### config.mk
export PLATFORM = sky130hd
export DESIGN_NAME = mux_console_flat
export DESIGN_NICKNAME = d
export VERILOG_FILES = /design/src/rtl/mux_console_if.sv /design/src/rtl/mux_console.sv /design/src/flat_wrapper.sv
export SDC_FILE = /design/constraint.sdc
export NUM_CORES = 1
export LEC_CHECK = 0
export BUFFER_PORTS_ARGS = -buffer_cell sky130_fd_sc_hd__buf_4
export CAP_MARGIN = 20
export CORE_ASPECT_RATIO = 2
export CORE_MARGIN = 5
export CORE_UTILIZATION = 25
export CTS_CLUSTER_DIAMETER = 40
export CTS_CLUSTER_SIZE = 28
export DETAILED_ROUTE_END_ITERATION = 6
export GPL_TIMING_DRIVEN = 0
export PLACE_DENSITY_LB_ADDON = 0.05
export SYNTH_ARGS = -nofsm -noshare
export SYNTH_HDL_FRONTEND = slang
export SYNTH_SLANG_ARGS = --single-unit
### constraint.sdc
create_clock -name clock -period 4.75 [get_ports clock]
set_input_delay 0.95 -clock clock [delete_from_list [all_inputs] [get_ports clock]]
set_output_delay 0.95 -clock clock [all_outputs]
set_load 0.005 [all_outputs]
### src/rtl/mux_console_if.sv
`default_nettype none
// ============================================================================
//  Module   : mux_console_if
//  Purpose  : CPU-side register bus of the serial console port. The CPU (or
//             the bus fabric) uses the master modport and the console uses
//             the slave modport.
//  Revision : 1.0 - initial release
// ============================================================================
interface mux_console_if;
    logic [15:0] address;
    logic [7:0]  dataIn;
    logic        writeEn;
    logic        readEn;
    logic [7:0]  dataOut;
    logic        sel;

    modport master (
        output address,
        output dataIn,
        output writeEn,
        output readEn,
        input  dataOut,
        input  sel
    );

    modport slave (
        input  address,
        input  dataIn,
        input  writeEn,
        input  readEn,
        output dataOut,
        output sel
    );
endinterface
`default_nettype wire

### src/rtl/mux_console.sv
`default_nettype none
// ============================================================================
//  Module   : mux_console
//  Purpose  : Memory-mapped 8N1 serial console. A two-byte window (status at
//             BASE, data at BASE+1) feeds a small transmit FIFO and a TX
//             serialiser. Defining MUX_CONSOLE_RX_EN compiles in a receiver
//             with a single holding register and its status flags.
//  Revision : 1.0 - initial release
// ============================================================================
module mux_console #(
    parameter logic [15:0] BASE         = 16'hF200,
    parameter int          CLKS_PER_BIT = 16,
    parameter int          TX_DEPTH     = 4
) (
    input  wire logic   clock,
    input  wire logic   reset,
    mux_console_if.slave bus,
    input  wire logic   rx,
    output logic        tx
);

    localparam int c_PW = $clog2(TX_DEPTH);
    localparam int c_CW = c_PW + 1;
    localparam int c_BW = $clog2(CLKS_PER_BIT);

    localparam logic [c_BW-1:0] c_BAUD_LAST = c_BW'(CLKS_PER_BIT - 1);
    localparam logic [c_CW-1:0] c_FULL      = c_CW'(TX_DEPTH);

    localparam logic [1:0] c_ST_IDLE  = 2'd0;
    localparam logic [1:0] c_ST_START = 2'd1;
    localparam logic [1:0] c_ST_DATA  = 2'd2;
    localparam logic [1:0] c_ST_STOP  = 2'd3;

    // ------------------------------------------------------------------
    // Address decode
    // ------------------------------------------------------------------
    logic w_sel_stat;
    logic w_sel_data;
    logic w_push;
    logic w_stat_wr;

    assign w_sel_stat = (bus.address == BASE);
    assign w_sel_data = (bus.address == BASE + 16'd1);
    assign w_push     = bus.writeEn && w_sel_data;
    assign w_stat_wr  = bus.writeEn && w_sel_stat;

    // ------------------------------------------------------------------
    // Transmit FIFO
    // ------------------------------------------------------------------
    logic [7:0]      r_fifo [TX_DEPTH];
    logic [c_PW-1:0] r_wr_ptr;
    logic [c_PW-1:0] r_rd_ptr;
    logic [c_CW-1:0] r_count;
    logic            w_full;
    logic            w_fifo_ne;
    logic            w_push_ok;
    logic            w_tx_pop;

    // The full test uses the pre-edge count, so a same-edge pop cannot rescue
    // a write into a full FIFO.
    assign w_full    = (r_count == c_FULL);
    assign w_fifo_ne = (r_count != '0);
    assign w_push_ok = w_push && !w_full;

    // FIFO storage: no reset needed, the count qualifies every entry.
    always_ff @(posedge clock) begin
        if (w_push_ok) begin
            r_fifo[r_wr_ptr] <= bus.dataIn;
        end
    end

    // FIFO pointers and occupancy count.
    always_ff @(posedge clock or posedge reset) begin
        if (reset) begin
            r_wr_ptr <= '0;
            r_rd_ptr <= '0;
            r_count  <= '0;
        end else begin
            if (w_push_ok) begin
                r_wr_ptr <= r_wr_ptr + c_PW'(1);
            end
            if (w_tx_pop) begin
                r_rd_ptr <= r_rd_ptr + c_PW'(1);
            end
            case ({w_push_ok, w_tx_pop})
                2'b10:   r_count <= r_count + c_CW'(1);
                2'b01:   r_count <= r_count - c_CW'(1);
                default: r_count <= r_count;
            endcase
        end
    end

    // ------------------------------------------------------------------
    // Transmit FSM
    // ------------------------------------------------------------------
    logic [1:0]      r_tx_state;
    logic [1:0]      w_tx_state_nxt;
    logic [c_BW-1:0] r_tx_baud;
    logic [2:0]      r_tx_idx;
    logic [7:0]      r_tx_shift;
    logic            w_tx_baud_done;

    assign w_tx_baud_done = (r_tx_baud == c_BAUD_LAST);

    // TX state register.
    always_ff @(posedge clock or posedge reset) begin
        if (reset) begin
            r_tx_state <= c_ST_IDLE;
        end else begin
            r_tx_state <= w_tx_state_nxt;
        end
    end

    // TX next-state: STOP chains straight into START when more data waits.
    always_comb begin
        w_tx_state_nxt = r_tx_state;
        case (r_tx_state)
            c_ST_IDLE:  if (w_fifo_ne) w_tx_state_nxt = c_ST_START;
            c_ST_START: if (w_tx_baud_done) w_tx_state_nxt = c_ST_DATA;
            c_ST_DATA:  if (w_tx_baud_done && (r_tx_idx == 3'd7)) w_tx_state_nxt = c_ST_STOP;
            c_ST_STOP: begin
                if (w_tx_baud_done) begin
                    w_tx_state_nxt = w_fifo_ne ? c_ST_START : c_ST_IDLE;
                end
            end
            default:    w_tx_state_nxt = c_ST_IDLE;
        endcase
    end

    // TX outputs: FIFO pop strobe.
    always_comb begin
        w_tx_pop = 1'b0;
        case (r_tx_state)
            c_ST_IDLE: w_tx_pop = w_fifo_ne;
            c_ST_STOP: w_tx_pop = w_tx_baud_done && w_fifo_ne;
            default:   w_tx_pop = 1'b0;
        endcase
    end

    // TX datapath: baud counter, bit index, shifter and registered line.
    always_ff @(posedge clock or posedge reset) begin
        if (reset) begin
            r_tx_baud  <= '0;
            r_tx_idx   <= 3'd0;
            r_tx_shift <= 8'h00;
            tx         <= 1'b1;
        end else if (w_tx_pop) begin
            r_tx_shift <= r_fifo[r_rd_ptr];
            r_tx_baud  <= '0;
            tx         <= 1'b0;
        end else begin
            case (r_tx_state)
                c_ST_START: begin
                    if (w_tx_baud_done) begin
                        r_tx_baud  <= '0;
                        r_tx_idx   <= 3'd0;
                        tx         <= r_tx_shift[0];
                        r_tx_shift <= {1'b0, r_tx_shift[7:1]};
                    end else begin
                        r_tx_baud <= r_tx_baud + c_BW'(1);
                    end
                end
                c_ST_DATA: begin
                    if (w_tx_baud_done) begin
                        r_tx_baud <= '0;
                        r_tx_idx  <= r_tx_idx + 3'd1;
                        if (r_tx_idx == 3'd7) begin
                            tx <= 1'b1;
                        end else begin
                            tx         <= r_tx_shift[0];
                            r_tx_shift <= {1'b0, r_tx_shift[7:1]};
                        end
                    end else begin
                        r_tx_baud <= r_tx_baud + c_BW'(1);
                    end
                end
                c_ST_STOP: begin
                    tx <= 1'b1;
                    if (w_tx_baud_done) begin
                        r_tx_baud <= '0;
                    end else begin
                        r_tx_baud <= r_tx_baud + c_BW'(1);
                    end
                end
                default: begin
                    r_tx_baud <= '0;
                    tx        <= 1'b1;
                end
            endcase
        end
    end

    // TX_OVERRUN: sticky; a same-edge status write loses to a new drop.
    logic r_tx_overrun;
    always_ff @(posedge clock or posedge reset) begin
        if (reset) begin
            r_tx_overrun <= 1'b0;
        end else if (w_push && w_full) begin
            r_tx_overrun <= 1'b1;
        end else if (w_stat_wr) begin
            r_tx_overrun <= 1'b0;
        end
    end

    logic w_tx_ready;
    logic w_tx_busy;
    assign w_tx_ready = (r_count < c_FULL);
    assign w_tx_busy  = (r_tx_state != c_ST_IDLE) || w_fifo_ne;

    // ------------------------------------------------------------------
    // Receiver
    // ------------------------------------------------------------------
    logic       w_rx_ready;
    logic       w_rx_framing;
    logic       w_rx_overrun;
    logic [7:0] w_rx_data;

`ifdef MUX_CONSOLE_RX_EN
    localparam logic [c_BW-1:0] c_HALF_LAST = c_BW'(CLKS_PER_BIT / 2 - 1);

    logic            r_rx_s1;
    logic            r_rx_s2;
    logic            r_rx_prev;
    logic [1:0]      r_rx_state;
    logic [1:0]      w_rx_state_nxt;
    logic [c_BW-1:0] r_rx_baud;
    logic [2:0]      r_rx_idx;
    logic [7:0]      r_rx_shift;
    logic [7:0]      r_rx_hold;
    logic            r_rx_ready;
    logic            r_rx_framing;
    logic            r_rx_overrun;
    logic            w_rx_bit_smp;
    logic            w_rx_stop_smp;
    logic            w_rx_done_ok;
    logic            w_rd_clear;

    // Two-flop synchroniser plus a delayed copy for falling-edge detection.
    always_ff @(posedge clock or posedge reset) begin
        if (reset) begin
            r_rx_s1   <= 1'b1;
            r_rx_s2   <= 1'b1;
            r_rx_prev <= 1'b1;
        end else begin
            r_rx_s1   <= rx;
            r_rx_s2   <= r_rx_s1;
            r_rx_prev <= r_rx_s2;
        end
    end

    // RX state register.
    always_ff @(posedge clock or posedge reset) begin
        if (reset) begin
            r_rx_state <= c_ST_IDLE;
        end else begin
            r_rx_state <= w_rx_state_nxt;
        end
    end

    // RX next-state: a high mid-start sample is treated as a glitch.
    always_comb begin
        w_rx_state_nxt = r_rx_state;
        case (r_rx_state)
            c_ST_IDLE:  if (r_rx_prev && !r_rx_s2) w_rx_state_nxt = c_ST_START;
            c_ST_START: begin
                if (r_rx_baud == c_HALF_LAST) begin
                    w_rx_state_nxt = r_rx_s2 ? c_ST_IDLE : c_ST_DATA;
                end
            end
            c_ST_DATA:  if ((r_rx_baud == c_BAUD_LAST) && (r_rx_idx == 3'd7)) w_rx_state_nxt = c_ST_STOP;
            c_ST_STOP:  if (r_rx_baud == c_BAUD_LAST) w_rx_state_nxt = c_ST_IDLE;
            default:    w_rx_state_nxt = c_ST_IDLE;
        endcase
    end

    // RX outputs: data-bit and stop-bit sample strobes.
    always_comb begin
        w_rx_bit_smp  = 1'b0;
        w_rx_stop_smp = 1'b0;
        case (r_rx_state)
            c_ST_DATA: w_rx_bit_smp  = (r_rx_baud == c_BAUD_LAST);
            c_ST_STOP: w_rx_stop_smp = (r_rx_baud == c_BAUD_LAST);
            default: begin
                w_rx_bit_smp  = 1'b0;
                w_rx_stop_smp = 1'b0;
            end
        endcase
    end

    // RX datapath: baud counter restarts at each phase boundary, LSB-first shift.
    always_ff @(posedge clock or posedge reset) begin
        if (reset) begin
            r_rx_baud  <= '0;
            r_rx_idx   <= 3'd0;
            r_rx_shift <= 8'h00;
        end else begin
            case (r_rx_state)
                c_ST_START: begin
                    r_rx_idx  <= 3'd0;
                    r_rx_baud <= (r_rx_baud == c_HALF_LAST) ? '0 : r_rx_baud + c_BW'(1);
                end
                c_ST_DATA, c_ST_STOP: begin
                    r_rx_baud <= (r_rx_baud == c_BAUD_LAST) ? '0 : r_rx_baud + c_BW'(1);
                end
                default: begin
                    r_rx_baud <= '0;
                    r_rx_idx  <= 3'd0;
                end
            endcase
            if (w_rx_bit_smp) begin
                r_rx_shift <= {r_rx_s2, r_rx_shift[7:1]};
                r_rx_idx   <= r_rx_idx + 3'd1;
            end
        end
    end

    assign w_rx_done_ok = w_rx_stop_smp && r_rx_s2;
    assign w_rd_clear   = bus.readEn && w_sel_data;

    // Holding register and RX flags; a same-edge read clear makes room for the new byte.
    always_ff @(posedge clock or posedge reset) begin
        if (reset) begin
            r_rx_hold    <= 8'h00;
            r_rx_ready   <= 1'b0;
            r_rx_framing <= 1'b0;
            r_rx_overrun <= 1'b0;
        end else begin
            if (w_rx_done_ok && (!r_rx_ready || w_rd_clear)) begin
                r_rx_hold  <= r_rx_shift;
                r_rx_ready <= 1'b1;
            end else if (w_rd_clear) begin
                r_rx_ready <= 1'b0;
            end

            if (w_rx_done_ok && r_rx_ready && !w_rd_clear) begin
                r_rx_overrun <= 1'b1;
            end else if (w_stat_wr) begin
                r_rx_overrun <= 1'b0;
            end

            if (w_rx_stop_smp && !r_rx_s2) begin
                r_rx_framing <= 1'b1;
            end else if (w_stat_wr) begin
                r_rx_framing <= 1'b0;
            end
        end
    end

    assign w_rx_ready   = r_rx_ready;
    assign w_rx_framing = r_rx_framing;
    assign w_rx_overrun = r_rx_overrun;
    assign w_rx_data    = r_rx_hold;
`else
    logic w_unused_rx_inputs;
    assign w_unused_rx_inputs = rx ^ bus.readEn;

    assign w_rx_ready   = 1'b0;
    assign w_rx_framing = 1'b0;
    assign w_rx_overrun = 1'b0;
    assign w_rx_data    = 8'h00;
`endif

    // ------------------------------------------------------------------
    // Read mux toward the CPU
    // ------------------------------------------------------------------
    logic [7:0] w_status;
    assign w_status = {2'b00, w_tx_busy, w_rx_overrun, w_rx_framing,
                       r_tx_overrun, w_tx_ready, w_rx_ready};

    // Combinational read data and window select.
    always_comb begin
        bus.sel     = w_sel_stat || w_sel_data;
        bus.dataOut = 8'h00;
        if (w_sel_stat) begin
            bus.dataOut = w_status;
        end else if (w_sel_data) begin
            bus.dataOut = w_rx_data;
        end
    end

endmodule
`default_nettype wire

### src/flat_wrapper.sv
// flat-port wrapper written by rule: the top's interface ports become plain ports
module mux_console_flat 
#(
    parameter logic [15:0] BASE         = 16'hF200,
    parameter int          CLKS_PER_BIT = 16,
    parameter int          TX_DEPTH     = 4
)
  (clock, reset, rx, tx, bus_address, bus_dataIn, bus_writeEn, bus_readEn, bus_dataOut, bus_sel);
  mux_console_if bus_i ();
  input  wire logic clock;
  input  wire logic reset;
  input  wire logic rx;
  output logic tx;
  input wire logic [$bits(bus_i.address)-1:0] bus_address;
  input wire logic [$bits(bus_i.dataIn)-1:0] bus_dataIn;
  input wire logic [$bits(bus_i.writeEn)-1:0] bus_writeEn;
  input wire logic [$bits(bus_i.readEn)-1:0] bus_readEn;
  output wire logic [$bits(bus_i.dataOut)-1:0] bus_dataOut;
  output wire logic [$bits(bus_i.sel)-1:0] bus_sel;
  assign bus_i.address = bus_address;
  assign bus_i.dataIn = bus_dataIn;
  assign bus_i.writeEn = bus_writeEn;
  assign bus_i.readEn = bus_readEn;
  assign bus_dataOut = bus_i.dataOut;
  assign bus_sel = bus_i.sel;
  mux_console #(.BASE(BASE), .CLKS_PER_BIT(CLKS_PER_BIT), .TX_DEPTH(TX_DEPTH)) u_core (.clock(clock), .reset(reset), .bus(bus_i), .rx(rx), .tx(tx));
endmodule
==> summary.md, run 1 <==
| Metric | Value |
|---|---|
| Die ar. | 13100 sq um |
| Initial drt markers | 32 |
| Largest net degree at the start of global routing | 21 |
| Yosys reg bits | 58 |
| Yosys top cell area share | 0.357 |
| Family with the most delay on the worst path | simple AND/OR/NAND/NOR gates |
| Post-Syn Instances | between 150 and 200 |
| CP Data Arrival Time | 2410 ps |
| Vias | 1644 |
| Row Count | between 50 and 60 |
| Ant. Diodes | 0 |
| Clock transition at path regs | 50 ps |
| Most used cell, CP | buf_4 |
| Layout cells sized above 1 | 0.309 |
| Worst Hold Launch | u_core.r_tx_shift[3] |
| CTS tree | yes |
| Clock Root Buffer | clkbuf_16 |
| Antenna violations before repair | 0 |
| CP cell instances | buf_4 -> or4b_4 -> nor4_4 -> nand2_1 -> a21oi_1 -> buf_4 |
| DRC viols | 0 |
| Reg2reg path depth | 10 |
| CTS max path bufs | 2 |
| PostCTS Resize Cnt | 0 |
| Top post-synthesis cells by area | edfxtp_1 (36%), dfrtp_1 (23%), mux4_2 (6.7%) |
| WL per Instance | 15.7 um |
| Post-synthesis xor/xnor area fraction | 0.0228 |
| Initial core utilization | 0.255 |
| Synth cell count leaders | edfxtp_1 (32), dfrtp_1 (25), ha_1 (13) |
| Number of flops mapped to enable cells by yosys | 32 |
| Combinational family with the most area after synthesis | simple AND/OR/NAND/NOR gates |
| CP max stage delay | between 500 and 600 ps |
| RSZ-0062 raised after global routing | false |
| Pwr dens | 376 nW/um^2 |
| Highest clock rate | 0.298 GHz |
| Vias in the first global route | 1912 |
| Worst hold slack | 478 ps |
| Period utilization | 0.706 |
| Clock Power Share | 0.568 |
| Routability congestion estimate from global placement | about 0.68 |
| DIE WIDTH | 83.3 um |
| Final min period | 3360 ps |
| DIE HEIGHT | between 150 and 200 um |
| Nature of the critical path endpoint | output pin |
| Hold Vio Cnt, Final | 0 |
| Worst setup SP type | input pin |
| Nets | 281 |
| Max VDD drop | 0.000216 V |
| Top-count cell post-synth | edfxtp_1 |
| DR vias/cell | approximately 4.3 |
| Grt ovf | 0 |
| RR Startpoint | u_core.r_tx_state[0] |
| Post-synth ARST share | 0.448 |
| Post-Synth Adder-Cell Area | 0.0679 |
| Post-Synthesis Cell Area | 2690 sq um |
| Syn Area/Cell | 14.1 sq um |
| CTS Sinks | 58 |
| Max-slew headroom | 0.496 |
| Leakage | 1.46 nW |
| Setup Fix Bufs, Post-CTS | 0 |
| DR pass1 iterations | 4 |
| Clock skew | 3.90 ps |
| Min-Delay Endpoint | u_core.r_tx_shift[3] |
| Tot Pwr | about 1.3 mW |
| Yosys warns | 0 |
| HPWL Detailed | 4.49 mm |
| Synth Area in Compound Gates | 0.0838 |
| Outcome | complete, no violations |
| PortBufs | 31 |
| Sequential Power Share | 0.407 |
| I/O pin count | 39 |
| Worst Path Buf+Inv | 2 |
| CTS Buf Count | 9 |
| CP required | 3800 ps |
| Core Area | 10500 sq um |
| Sequential cell area fraction in the yosys report | 0.600 |
| Setup-failing EPs final | 0 |
| CTS Hold Bufs | 0 |
| Gr usage total | 0.101 |
| Area leader, netlist | edfxtp_1 |
| Max FO, Critical Path | 6 |
| First-pass GRT wire length | 9.86 mm |
| Hold path cells | 1 |
| Max Cap Viol | 0 |
| Final slew viol count | 0 |
| Synth cell types | between 40 and 50 |
| Critical path class | in2out |
| P&R area growth vs syn | 29.4% |
| Tightest Pin Transition | 755 ps |
| Switching power | 245 uW |
| R2R Path End | u_core.r_count[2] |
| Post-DRT Antenna Nets | 0 |
| P_int | 1.06 mW |
| H-Tree Depth | 3 |
| Final core occ | 0.330 |
| R2r setup slk | 1430 ps |
| Mux contribution to synthesized area | 0.0800 |
| Comb pwr share | 0.025 |
| Switch share | 0.187 |
| Final wirelength | around 6 mm |
| Setup TNS | 0 ps |
| Worst skew pair latency | 320 ps |
| Worst Hold Class | reg2reg |
| Simple-gate portion of the synthesized area | 0.107 |
| Most common flop cell mapped by yosys | edfxtp_1 |
| Slowest library cell on the worst path | or4b_4 |
==> cells in the final DEF (no fill, tap or decap), types with 5 or more instances in the layout <==
cell       netlist  final
a22o_1           6      6
inv_1           10     10
nor3_1           5      5
edfxtp_1        32     32
dfrtp_1         25     25
a21o_1           6      6
clkbuf_16        0      9
conb_1           1      5
buf_4            5     36
a21oi_1          7      7
ha_1            13     13
nor2_1           7      7
o21ai_0          7      7
nand2_1         11     11
mux4_2           8      8
==> registers in the layout, summed over array words and instances (netlist names) <==
register,count
u_core.r_tx_idx,3
u_core.r_rd_ptr,2
u_core.r_wr_ptr,2
u_core.r_tx_state,2
u_core.r_tx_overrun,1
u_core.tx,1
u_core.r_count,3
u_core.r_tx_shift,8
u_core.r_fifo,32
u_core.r_tx_baud,4
==> routing by layer <==
| layer | vias to the layer above | track usage | routed length, um |
|---|---|---|---|
| met5 | - | 0 | 0 |
| met4 | 0 | 0.0398 | 114 |
| met3 | 9 | 0.0337 | 173 |
| met2 | 24 | 0.199 | 3530 |
| met1 | 818 | 0.0937 | 2140 |
| li1 | 793 | - | - |
==> worst max-delay path by stage <==
stage | end | cells past startpoint | start | slack [ps]
6_report | bus_dataOut[5] | 6 | bus_address[8] | 1390
5_1_grt | u_core.r_count[2] | 10 | u_core.r_tx_state[0] | 1190
4_1_cts | u_core.r_count[2] | 10 | u_core.r_tx_state[0] | 1350
3_5_place_dp | u_core.r_count[2] | 12 | bus_address[8] | 1340
3_3_place_gp | u_core.r_count[2] | 12 | bus_address[8] | 1320
2_1_floorplan | u_core.r_count[2] | 11 | bus_address[8] | 1580
==> final cells by class <==
type,instances,area (sq um)
plain buffers,9,61.3
clock inverters,7,118
multi-input cells,118,992
flip-flops and latches,58,1610
well taps,137,171
clock buffers,9,225
fillers,1037,7070
inverters,10,37.5
repair buffers,32,260
==> per-stage QoR <==
step                instance area [sq um]  setup WS, ps  instances
finish                               3480          1390        380
global route                         3480          1190        380
CTS                                  3480          1350        380
detailed placement                   3140          1340        364
global placement                     3110          1320        363
floorplan                            2700          1580        195
==> cells by family after synthesis <==
group	count (synthesis)
XOR/XNOR	7
AO/OA/AOI/OAI	33
buffers and inverters	19
multiplexers	11
adder cells (fa/ha/maj)	14
AND/OR/NAND/NOR	48
other	1
flip-flops	58
==> power groups by stage <==
stage                     sequential (mW)  combinational (mW)  clock [mW]
final                               0.533              0.0327       0.742
after global routing                0.532              0.0365       0.792
after CTS                           0.532              0.0335       0.766
after detailed placement            0.542              0.0335           0
after global placement              0.542              0.0305           0
after floorplan                     0.542             0.00935           0
(Power assumes the default switching activity.)
==> run 2: changes to the inputs <==
- clock period: 4.75 -> 3.5 ns (I/O delays scaled with it)
==> summary.md, run 2 (synthesis gave the netlist of run 1 again) <==
| Metric | Value |
|---|---|
| Ant. Diodes | 0 |
| Nets | 281 |
| Setup-failing EPs final | 0 |
| DR pass1 iterations | 4 |
| Tightest Pin Transition | 755 ps |
| Setup WS pre-CTS | 121 ps |
| CTS tree | yes |
| Hold Vio Cnt, Final | 0 |
| Period utilization | 0.910 |
| PortBufs | 31 |
| Clock Root Buffer | clkbuf_16 |
| Worst hold slack | 358 ps |
| CTS Sinks | between 50 and 60 |
| H-Tree Depth | 3 |
| Max-slew headroom | 0.497 |
| Setup ws final | 316 ps |
| CP cell instances | inv_1 -> ha_1 -> nor3_4 -> clkbuf_1 -> ha_1 -> inv_1 -> fa_1 -> xor2_1 -> nor2_1 -> xor2_1 |
| Placed cells | 364 |
| Pwr dens | roughly 500 nW/um^2 |
| DR vias/cell | between 4 and 5 |
| Number of flip-flops in the largest register | 32 |
| Worst skew pair latency | 320 ps |
| Initial core utilization | 0.255 |
| CTS Hold Bufs | 0 |
| Max FO, Critical Path | 10 |
| Worst setup SP type | register |
| HPWL Detailed | 4.49 mm |
| CP Data Arrival Time | 3430 ps |
| Area of the multi-input gates | 998 sq um |
| Clock transition at path regs | 50 ps |
| Vias in the first global route | roughly 1900 |
| Max Cap Viol | 0 |
| Reg area | roughly 1600 sq um |
| Die ar. | 13100 sq um |
| Commonest cells after routing, fill and taps aside | buf_4 (36), edfxtp_1 (32), dfrtp_1 (25) |
| Fin cells | 380 |
| Row Count | 53 |
| Setup TNS | 0 ps |
| Critical path class | reg2reg |
| DRC viols | 0 |
| DIE HEIGHT | 157 um |
| Routability congestion estimate from global placement | 0.681 |
| Worst Path Buf+Inv | 3 |
| Final slew viol count | 0 |
| FILL cells | 1036 |
| Slowest library cell on the worst path | clkbuf_1 |
| Commonest non-fill, non-tap cell in the layout | buf_4 |
| DIE WIDTH | 83.3 um |
| Gr usage total | 0.101 |
| Crit path launch | u_core.r_tx_state[0] |
| Layout cells sized above 1 | 0.309 |
| Top flop regs | u_core.r_fifo (32), u_core.r_tx_shift (8), u_core.r_tx_baud (4) |
| Grt ovf | 0 |
| I/O pin count | 39 |
| Outcome | complete, no violations |
| Largest net degree at the start of global routing | 21 |
| Worst Hold Class | in2async |
| CP max stage delay | 490 ps |
| Nature of the critical path endpoint | register |
| Post-DRT Antenna Nets | 0 |
| First-pass GRT wire length | 9.86 mm |
| Max VDD drop | 0.000293 V |
| Vias | 1644 |
| Final min period | approximately 3200 ps |
| P&R area growth vs syn | 29.6% |
| Initial drt markers | 38 |
| Leakage | 1.46 nW |
| Final wirelength | 5.97 mm |
| Core Area | 10500 sq um |
| Highest clock rate | 0.314 GHz |
| RSZ-0062 raised after global routing | false |
| WL per Instance | 15.7 um |
| Clock skew | 3.92 ps |
| Largest register by flop count | u_core.r_fifo |
| Family with the most delay on the worst path | adder cells |
| CTS max path bufs | 2 |
| CP required | 3750 ps |
| RR Startpoint | u_core.r_tx_state[0] |
| CTS Buf Count | 9 |
| Antenna violations before repair | 0 |
## run 2: cell types whose count changed in the layout (fill, tap and decap cells not counted)
cell,change
nor3_2,-1
nor3_4,+1
## run 2: metrics by stage
stage	total power, mW	util	instance area (sq um)
after global routing	1.85	0.330	3480
after floorplan	0.749	-	2700
final	1.77	0.330	3480
after global placement	0.777	0.295	3110
after detailed placement	0.781	0.297	3140
after CTS	1.81	0.330	3480
## run 2: layout make-up
cell class                      instances  share of cell area
Clock buffer                            9              0.0646
Buffer                                  9              0.0176
Inverter                               10              0.0108
Clock inverter                          7              0.0338
Multi-Input combinational cell        118               0.287
Timing Repair Buffer                   32              0.0747
Tap cell                              137              0.0492
Sequential cell                        58               0.463
## run 2: where the power goes
part	internal [mW]	total, mW	switching (mW)
Clock	0.693	1.01	0.314
Sequential	0.723	0.723	0.0000341
Combinational	0.0266	0.0444	0.0178
Total	1.44	1.77	0.332
## run 2: timing repair
action | in CTS | in global routing
gates resized for setup | 0 | 1
setup buffers | 0 | 0
setup endpoints to repair | 0 | 1
## run 2: final timing paths
| check | end | slack (ps) | depth (start not counted) |
|---|---|---|---|
| hold reg to reg | u_core.r_tx_shift[3] | 480 | 1 |
| max in group asynchronous | u_core.tx | 2630 | 3 |
| setup / recovery | u_core.r_count[2] | 320 | 10 |
| setup reg to reg | u_core.r_count[2] | 320 | 10 |
| min in group clock | u_core.r_tx_shift[3] | 480 | 1 |
| hold / removal | u_core.r_tx_overrun | 360 | 2 |
## run 2: metal layers
| layer | vias to the layer above | global-route usage | part of all wire |
|---|---|---|---|
| met4 | 0 | 0.0398 | 0.019 |
| met3 | 9 | 0.0337 | 0.029 |
| met5 | - | 0 | 0 |
| met2 | 24 | 0.199 | 0.59 |
| li1 | 794 | - | - |
| met1 | 817 | 0.0937 | 0.36 |
